## src/rtl/count_seq_monitor_pkg.sv

```systemverilog
// count_seq_monitor_pkg: shared state encoding, default widths and count limit
//   for the counter-sequence monitor. No ports.
package count_seq_monitor_pkg;
    typedef enum logic [1:0] {
        IDLE    = 2'd0,
        ACQUIRE = 2'd1,
        LOCKED  = 2'd2,
        FAULT   = 2'd3
    } state_t;
    localparam int DEF_WIDTH    = 4;
    localparam int DEF_WRAP_W   = 8;
    localparam int DEF_ERR_W    = 4;
    localparam int DEF_LOCK_CNT = 2;
    localparam int CNT_MAX      = 2 ** DEF_WIDTH - 1;
endpackage

```

## src/rtl/count_seq_monitor_if.sv

```systemverilog
// count_seq_monitor_if: bundle between a count source and the sequence monitor.
//   master drives count_in/count_valid/clear_fault and observes the status;
//   slave (the monitor) samples the inputs and drives locked/fault/seq_err/
//   wrap_pulse/wrap_count/err_count.
interface count_seq_monitor_if
    import count_seq_monitor_pkg::*;
#(
    parameter int WIDTH  = DEF_WIDTH,
    parameter int WRAP_W = DEF_WRAP_W,
    parameter int ERR_W  = DEF_ERR_W
);
    logic [WIDTH-1:0]  count_in;
    logic              count_valid;
    logic              clear_fault;
    logic              locked;
    logic              fault;
    logic              seq_err;
    logic              wrap_pulse;
    logic [WRAP_W-1:0] wrap_count;
    logic [ERR_W-1:0]  err_count;
    modport master (
        output count_in, count_valid, clear_fault,
        input  locked, fault, seq_err, wrap_pulse, wrap_count, err_count
    );
    modport slave (
        input  count_in, count_valid, clear_fault,
        output locked, fault, seq_err, wrap_pulse, wrap_count, err_count
    );
endinterface

```

## src/rtl/count_seq_monitor_sat_counter.sv

```systemverilog
// sat_counter: saturating event tally; clr wins over inc.
//   clock, reset : clock and sync active-high reset
//   i_inc        : count one event (ignored once all-ones)
//   i_clr        : synchronous clear
//   o_cnt        : current tally
module sat_counter #(
    parameter int W = 8
) (
    input  logic         clock,
    input  logic         reset,
    input  logic         i_inc,
    input  logic         i_clr,
    output logic [W-1:0] o_cnt
);
    logic [W-1:0] r_cnt;
    always_ff @(posedge clock) begin
        if (reset) r_cnt <= '0;
        else       r_cnt <= i_clr ? '0 : (i_inc && !(&r_cnt)) ? r_cnt + 1'b1 : r_cnt;
    end
    assign o_cnt = r_cnt;
endmodule

```

## src/rtl/count_seq_monitor.sv

```systemverilog
// count_seq_monitor: checks that a sampled count advances by +1 modulo 2^WIDTH.
//   clock, reset : clock and sync active-high reset
//   bus (slave)  : count_in/count_valid/clear_fault in;
//                  locked/fault/seq_err/wrap_pulse/wrap_count/err_count out
module count_seq_monitor
    import count_seq_monitor_pkg::*;
#(
    parameter int WIDTH    = DEF_WIDTH,
    parameter int WRAP_W   = DEF_WRAP_W,
    parameter int ERR_W    = DEF_ERR_W,
    parameter int LOCK_CNT = DEF_LOCK_CNT
) (
    input logic clock,
    input logic reset,
    count_seq_monitor_if.slave bus
);
    localparam int SW = $clog2(LOCK_CNT + 1);
    state_t           r_state;
    logic [WIDTH-1:0] r_prev;
    logic [SW-1:0]    r_streak;
    logic             r_locked, r_fault, r_seq_err, r_wrap;
    logic             w_match, w_err, w_wrap;
    assign w_match = bus.count_in == WIDTH'(r_prev + 1'b1);
    // clear_fault suppresses any error report in its cycle
    assign w_err  = bus.count_valid && !bus.clear_fault && !w_match &&
                    (r_state == LOCKED || r_state == FAULT);
    assign w_wrap = bus.count_valid && r_state == LOCKED && w_match && (&r_prev);
    always_ff @(posedge clock) begin
        if (reset) begin
            r_state   <= IDLE;
            r_prev    <= '0;
            r_streak  <= '0;
            r_locked  <= 1'b0;
            r_fault   <= 1'b0;
            r_seq_err <= 1'b0;
            r_wrap    <= 1'b0;
        end else begin
            r_seq_err <= w_err;
            r_wrap    <= w_wrap;
            if (bus.count_valid) r_prev <= bus.count_in;
            if (bus.clear_fault && r_state == FAULT) begin
                r_state  <= ACQUIRE;
                r_fault  <= 1'b0;
                r_streak <= '0;
            end else if (bus.count_valid) begin
                case (r_state)
                    IDLE: begin
                        r_state  <= ACQUIRE;
                        r_streak <= '0;
                    end
                    ACQUIRE: begin
                        if (!w_match) r_streak <= '0;
                        else if (r_streak == SW'(LOCK_CNT - 1)) begin
                            r_state  <= LOCKED;
                            r_locked <= 1'b1;
                            r_streak <= '0;
                        end else r_streak <= r_streak + 1'b1;
                    end
                    LOCKED: begin
                        if (!w_match) begin
                            r_state  <= FAULT;
                            r_locked <= 1'b0;
                            r_fault  <= 1'b1;
                        end
                    end
                    FAULT: ;
                endcase
            end
        end
    end
    assign bus.locked     = r_locked;
    assign bus.fault      = r_fault;
    assign bus.seq_err    = r_seq_err;
    assign bus.wrap_pulse = r_wrap;
    sat_counter #(.W(WRAP_W)) u_wrap_cnt (
        .clock (clock),
        .reset (reset),
        .i_inc (w_wrap),
        .i_clr (1'b0),
        .o_cnt (bus.wrap_count)
    );
    sat_counter #(.W(ERR_W)) u_err_cnt (
        .clock (clock),
        .reset (reset),
        .i_inc (w_err),
        .i_clr (bus.clear_fault),
        .o_cnt (bus.err_count)
    );
endmodule

```

## src/flat_wrapper.sv

```systemverilog
// flat-port wrapper written by rule: the top's interface ports become plain ports
module count_seq_monitor_flat import count_seq_monitor_pkg::*;
#(
    parameter int WIDTH    = DEF_WIDTH,
    parameter int WRAP_W   = DEF_WRAP_W,
    parameter int ERR_W    = DEF_ERR_W,
    parameter int LOCK_CNT = DEF_LOCK_CNT
)
  (clock, reset, bus_count_in, bus_count_valid, bus_clear_fault, bus_locked, bus_fault, bus_seq_err, bus_wrap_pulse, bus_wrap_count, bus_err_count);
  count_seq_monitor_if #(.WIDTH(WIDTH), .WRAP_W(WRAP_W), .ERR_W(ERR_W)) bus_i ();
  input logic clock;
  input logic reset;
  input wire logic [$bits(bus_i.count_in)-1:0] bus_count_in;
  input wire logic [$bits(bus_i.count_valid)-1:0] bus_count_valid;
  input wire logic [$bits(bus_i.clear_fault)-1:0] bus_clear_fault;
  output wire logic [$bits(bus_i.locked)-1:0] bus_locked;
  output wire logic [$bits(bus_i.fault)-1:0] bus_fault;
  output wire logic [$bits(bus_i.seq_err)-1:0] bus_seq_err;
  output wire logic [$bits(bus_i.wrap_pulse)-1:0] bus_wrap_pulse;
  output wire logic [$bits(bus_i.wrap_count)-1:0] bus_wrap_count;
  output wire logic [$bits(bus_i.err_count)-1:0] bus_err_count;
  assign bus_i.count_in = bus_count_in;
  assign bus_i.count_valid = bus_count_valid;
  assign bus_i.clear_fault = bus_clear_fault;
  assign bus_locked = bus_i.locked;
  assign bus_fault = bus_i.fault;
  assign bus_seq_err = bus_i.seq_err;
  assign bus_wrap_pulse = bus_i.wrap_pulse;
  assign bus_wrap_count = bus_i.wrap_count;
  assign bus_err_count = bus_i.err_count;
  count_seq_monitor #(.WIDTH(WIDTH), .WRAP_W(WRAP_W), .ERR_W(ERR_W), .LOCK_CNT(LOCK_CNT)) u_core (.clock(clock), .reset(reset), .bus(bus_i));
endmodule
```

## config.mk

```make
export PLATFORM = sky130hd
export DESIGN_NAME = count_seq_monitor_flat
export DESIGN_NICKNAME = d
export VERILOG_FILES = /design/src/rtl/count_seq_monitor_pkg.sv /design/src/rtl/count_seq_monitor_if.sv /design/src/rtl/count_seq_monitor_sat_counter.sv /design/src/rtl/count_seq_monitor.sv /design/src/flat_wrapper.sv
export SDC_FILE = /design/constraint.sdc
export NUM_CORES = 1
export LEC_CHECK = 0
export BUFFER_PORTS_ARGS = -buffer_cell sky130_fd_sc_hd__buf_2
export CAP_MARGIN = 20
export CORE_AREA = 2 2 53 55
export CTS_BUF_LIST = sky130_fd_sc_hd__clkbuf_16
export DETAILED_ROUTE_END_ITERATION = 8
export DIE_AREA = 0 0 55 57
export GPL_TIMING_DRIVEN = 0
export HOLD_SLACK_MARGIN = 0.1
export PLACE_DENSITY_LB_ADDON = 0.05
export SETUP_SLACK_MARGIN = 0.02
export SLEW_MARGIN = 10
export SYNTH_ARGS = -nofsm -noshare
export SYNTH_HDL_FRONTEND = slang
export SYNTH_SLANG_ARGS = --single-unit
```

## constraint.sdc

```tcl
create_clock -name clock -period 2.16 [get_ports clock]
set_input_delay 0.432 -clock clock [delete_from_list [all_inputs] [get_ports clock]]
set_output_delay 0.432 -clock clock [all_outputs]
set_load 0.05 [all_outputs]
```

==> results by group <==
Outcome
  • Status: complete, no violations

CTS
  • Worst-case clock buffer depth: 2
  • CTS root buf: clkbuf_16
  • Post-CTS setup buffers: 0
  • CTS tree: yes
  • Clock Pin Slew Worst Setup and Hold Paths: 0.06 ns
  • Skew-Pair Late Insertion Delay: 0.26 ns
  • CTS sink count: 24
  • H-tree lvl count: 1
  • CTS Buf Count: 3
  • CTS Hold Bufs: 0

Worst setup path
  • Worst r2r path cells: 6
  • Reg-to-reg setup timing slack: 0.11 ns
  • FF-to-FF End: u_core.u_wrap_cnt.o_cnt[6]
  • CP Launch Type: flop
  • Critical path arrival: 2.17 ns
  • Critical Path End: u_core.u_wrap_cnt.o_cnt[6]
  • Critical Path Slowest Stage Cell: or4_4
  • Worst path max stage delay: 0.56 ns
  • Worst Path Buf+Inv: 0
  • R2r startpoint: u_core.r_prev[0]
  • Levels on crit path: 6
  • Crit end category: flop
  • Worst Path Max Fanout: 5
  • Crit path cell chain: ha_1 > xor2_1 > or4_4 > nor3_4 > and4b_1 > nor3_1
  • Crit path required time: 2.29 ns
  • CP Class: reg2reg
  • CP Launch Point: u_core.r_prev[0]
  • Top delay family on crit path: simple AND/OR/NAND/NOR gates

Die
  • Area of the die: 3140 um^2
  • Chip height: 57 um
  • Core footprint: 2620 um^2
  • Core Rows: 19
  • Starting density of the core: 52.4%
  • Horiz. Die Dim: 55 um
  • IO Count: 24

Power and ir drop
  • Switching Fraction: 30.5%
  • Flop pwr share: 41.4%
  • Clock share of power: 33.5%
  • VDD IR max: 539 uV
  • Comb power frac: 25.1%
  • Internal: 824 uW
  • Leakage: 0.000693 uW
  • Sw Pwr: 361 uW
  • Power per cell area: 727 nW/um^2

STA
  • Final setup violation count: 0
  • Final period util: 94.8%
  • Final Slew Violations: 0
  • Unrepaired setup endpoints after global routing: yes
  • Post-Route Skew: 0.00255 ns
  • Fmax achieved: 488 MHz
  • Endpoints failing hold: 0
  • Rel. slew slack: 64.2%
  • Worst-margin pin slew: 0.537 ns
  • Worst hold slack: 0.432 ns
  • Min Tclk post-route: 2.05 ns

Yosys
  • Synth cell types: 43
  • Area leader, netlist: dfxtp_1
  • Dominant cells by area after synthesis: dfxtp_1 35%, ha_1 7.3%, mux2i_1 4.4%
  • Synth Area in Simple Gates: 25.0%
  • Fraction of registers with async set/reset: 0%
  • Number of synthesized register bits: 24
  • Main combinational cell family by area after synthesis: simple AND/OR/NAND/NOR gates
  • Post-synthesis adder-cell area fraction: 7.30%
  • Synthesized cell area: 1370 um^2
  • Predominant post-synthesis flop cell: dfxtp_1
  • Mapped Nets: 171
  • Compound-Gate Fraction of Synth Area: 18.9%
  • Synth Warn #: 0
  • Post-synthesis area per instance: 8.85 um^2
  • Mux cell area share after synthesis: 4.38%
  • Number of enable flip-flop cells after synthesis: 0
  • Yosys top cell area share: 35.0%
  • Sequential fraction of the synthesis area: 35.0%
  • Xor/xnor share of the synthesized area: 6.02%
  • Post-synthesis cell count: 155

Placed design
  • Placed instance area: 1520 um^2
  • Placed wire-length estimate: 2170 um
  • PortBufs: 22
  • Routability cong.: 0.801
  • Placed cell count: 208

Min path
  • Origin of the worst min-delay path: u_core.r_streak[1]
  • Min-delay worst type: reg2reg

Global routing
  • Total track usage: 20.7%
  • Total global routing overflow: 0
  • Pin count of the biggest net entering global routing: 14
  • Initial antenna violation count: 0
  • Number of global-route vias before repair: 1108
  • First-pass GRT wire length: 4760 um

Job
  • Max cap viols: 0

Routing
  • Antenna Violating Nets Remaining: 0
  • Routed length per instance: 13.9 um
  • DRT iter0 DRCs: 37
  • 1st-pass router iterations: 4
  • DR DRC count: 0
  • Vias/cell: 5.91
  • WL final: 2940 um
  • DR vias: 1252

Finish
  • Layout cell share with drive strength beyond 1: 22.1%
  • Non-filler cells, final: 212
  • Final Cell Area: 1630 um^2
  • N_diodes: 0
  • Fillcell total: 249
  • Final #Nets: 198
  • Layout overhead on the synthesized area: 18.9%
-- worst reg2reg max path, cell delays in order, from the launching register on --
cell     delay, ns
dfxtp_2       0.34
ha_1          0.31
xor2_1        0.18
or4_4         0.56
nor3_4        0.26
and4b_1       0.23
nor3_1        0.04
-- placed cells by master, fill, tap and decap left out, types with 3 or more instances in the layout --
cell and n:
mux2i_1 6, nor4_1 3, o31ai_1 3, nand2_1 10, clkbuf_16 3, a21oi_1 10
nor2_1 11, o21ai_0 4, a21boi_0 3, nor3_1 4, nand3_1 10, ha_1 7
inv_1 5, buf_2 22, and3_1 5, clkbuf_1 4, dfxtp_1 22, a211oi_1 3
-- logic make-up after synthesis --
| logic type | after synthesis |
|---|---|
| AND/OR/NAND/NOR | 61 |
| AO/OA/AOI/OAI | 38 |
| flip-flops | 24 |
| buffers and inverters | 12 |
| adder cells (fa/ha/maj) | 8 |
| XOR/XNOR | 6 |
| multiplexers | 6 |
-- cells in the mapped netlist (all sizes together) (2+ instances only) --
cell,n
a21boi,3
and3,5
ha,8
o21ba,2
a211oi,3
inv,6
nor3b,3
dfxtp,24
clkbuf,4
nand3,10
o21ai,5
and4b,2
o21a,2
xnor2,3
nor3,5
nand2,10
nor4,3
mux2i,6
a21oi,11
o31ai,3
or3,2
buf,2
a41oi,2
nand4,2
o31a,2
xor2,2
nor2,12
or4,3
-- routing by layer --
layer  GRT usage [%]  wire length (um)
met2            34.9              1460
met1            24.1              1310
met3            4.97               114
met4            9.41                58
met5               0                 0
-- through the flow --
stage | setup TNS (ns) | power, uW | util, % | setup slack, ns
6_report | 0 | 1190 | 62.3 | 0.112
5_1_grt | -0.0117 | 1250 | 62.3 | -0.00870
4_1_cts | 0 | 1190 | 61.3 | 0.0432
3_5_place_dp | -0.245 | 782 | 58.1 | -0.109
3_3_place_gp | -0.0996 | 767 | 58.1 | -0.0554
2_1_floorplan | 0 | 715 | - | 0.138
-- sequential cells by signal, summed over array words and instances (netlist names) --
name,count
u_core.bus.fault,1
u_core.bus.locked,1
u_core.bus.seq_err,1
u_core.bus.wrap_pulse,1
u_core.r_prev,4
u_core.r_state,2
u_core.r_streak,2
u_core.u_err_cnt.o_cnt,4
u_core.u_wrap_cnt.o_cnt,8
-- power groups by stage --
| stage | sequential (uW) | combinational, uW | clock [uW] |
|---|---|---|---|
| 2_1_floorplan | 520 | 195 | 0 |
| 3_3_place_gp | 497 | 270 | 0 |
| 3_5_place_dp | 498 | 284 | 0 |
| 4_1_cts | 488 | 289 | 410 |
| 5_1_grt | 495 | 328 | 426 |
| 6_report | 491 | 297 | 397 |
-- worst min path at each step --
| stage | to | slack [ns] | depth (start not counted) |
|---|---|---|---|
| 2_1_floorplan | u_core.r_streak[1] | 0.40 | 2 |
| 3_3_place_gp | u_core.r_streak[1] | 0.42 | 2 |
| 3_5_place_dp | u_core.r_streak[1] | 0.43 | 2 |
| 4_1_cts | u_core.r_streak[1] | 0.44 | 2 |
| 5_1_grt | u_core.r_streak[1] | 0.44 | 2 |
| 6_report | u_core.r_streak[1] | 0.43 | 2 |
-- layout make-up --
class / instances / area, um^2 / area share, %
tap: 31 / 38.8 / 2.38
clock buffer: 3 / 75.1 / 4.60
timing repair buffer: 22 / 110 / 6.75
buffer: 6 / 26.3 / 1.61
inverter: 6 / 22.5 / 1.38
sequential: 24 / 483 / 29.6
clock inverter: 1 / 3.75 / 0.230
multi-input combinational: 119 / 871 / 53.4
-- what timing repair did --
item,in CTS,in global routing
pin swaps,0,3
hold endpoints to repair,0,0
resized for setup,1,11
setup endpoints to repair,4,11
No activity file was read; power rests on OpenSTA's default activity.
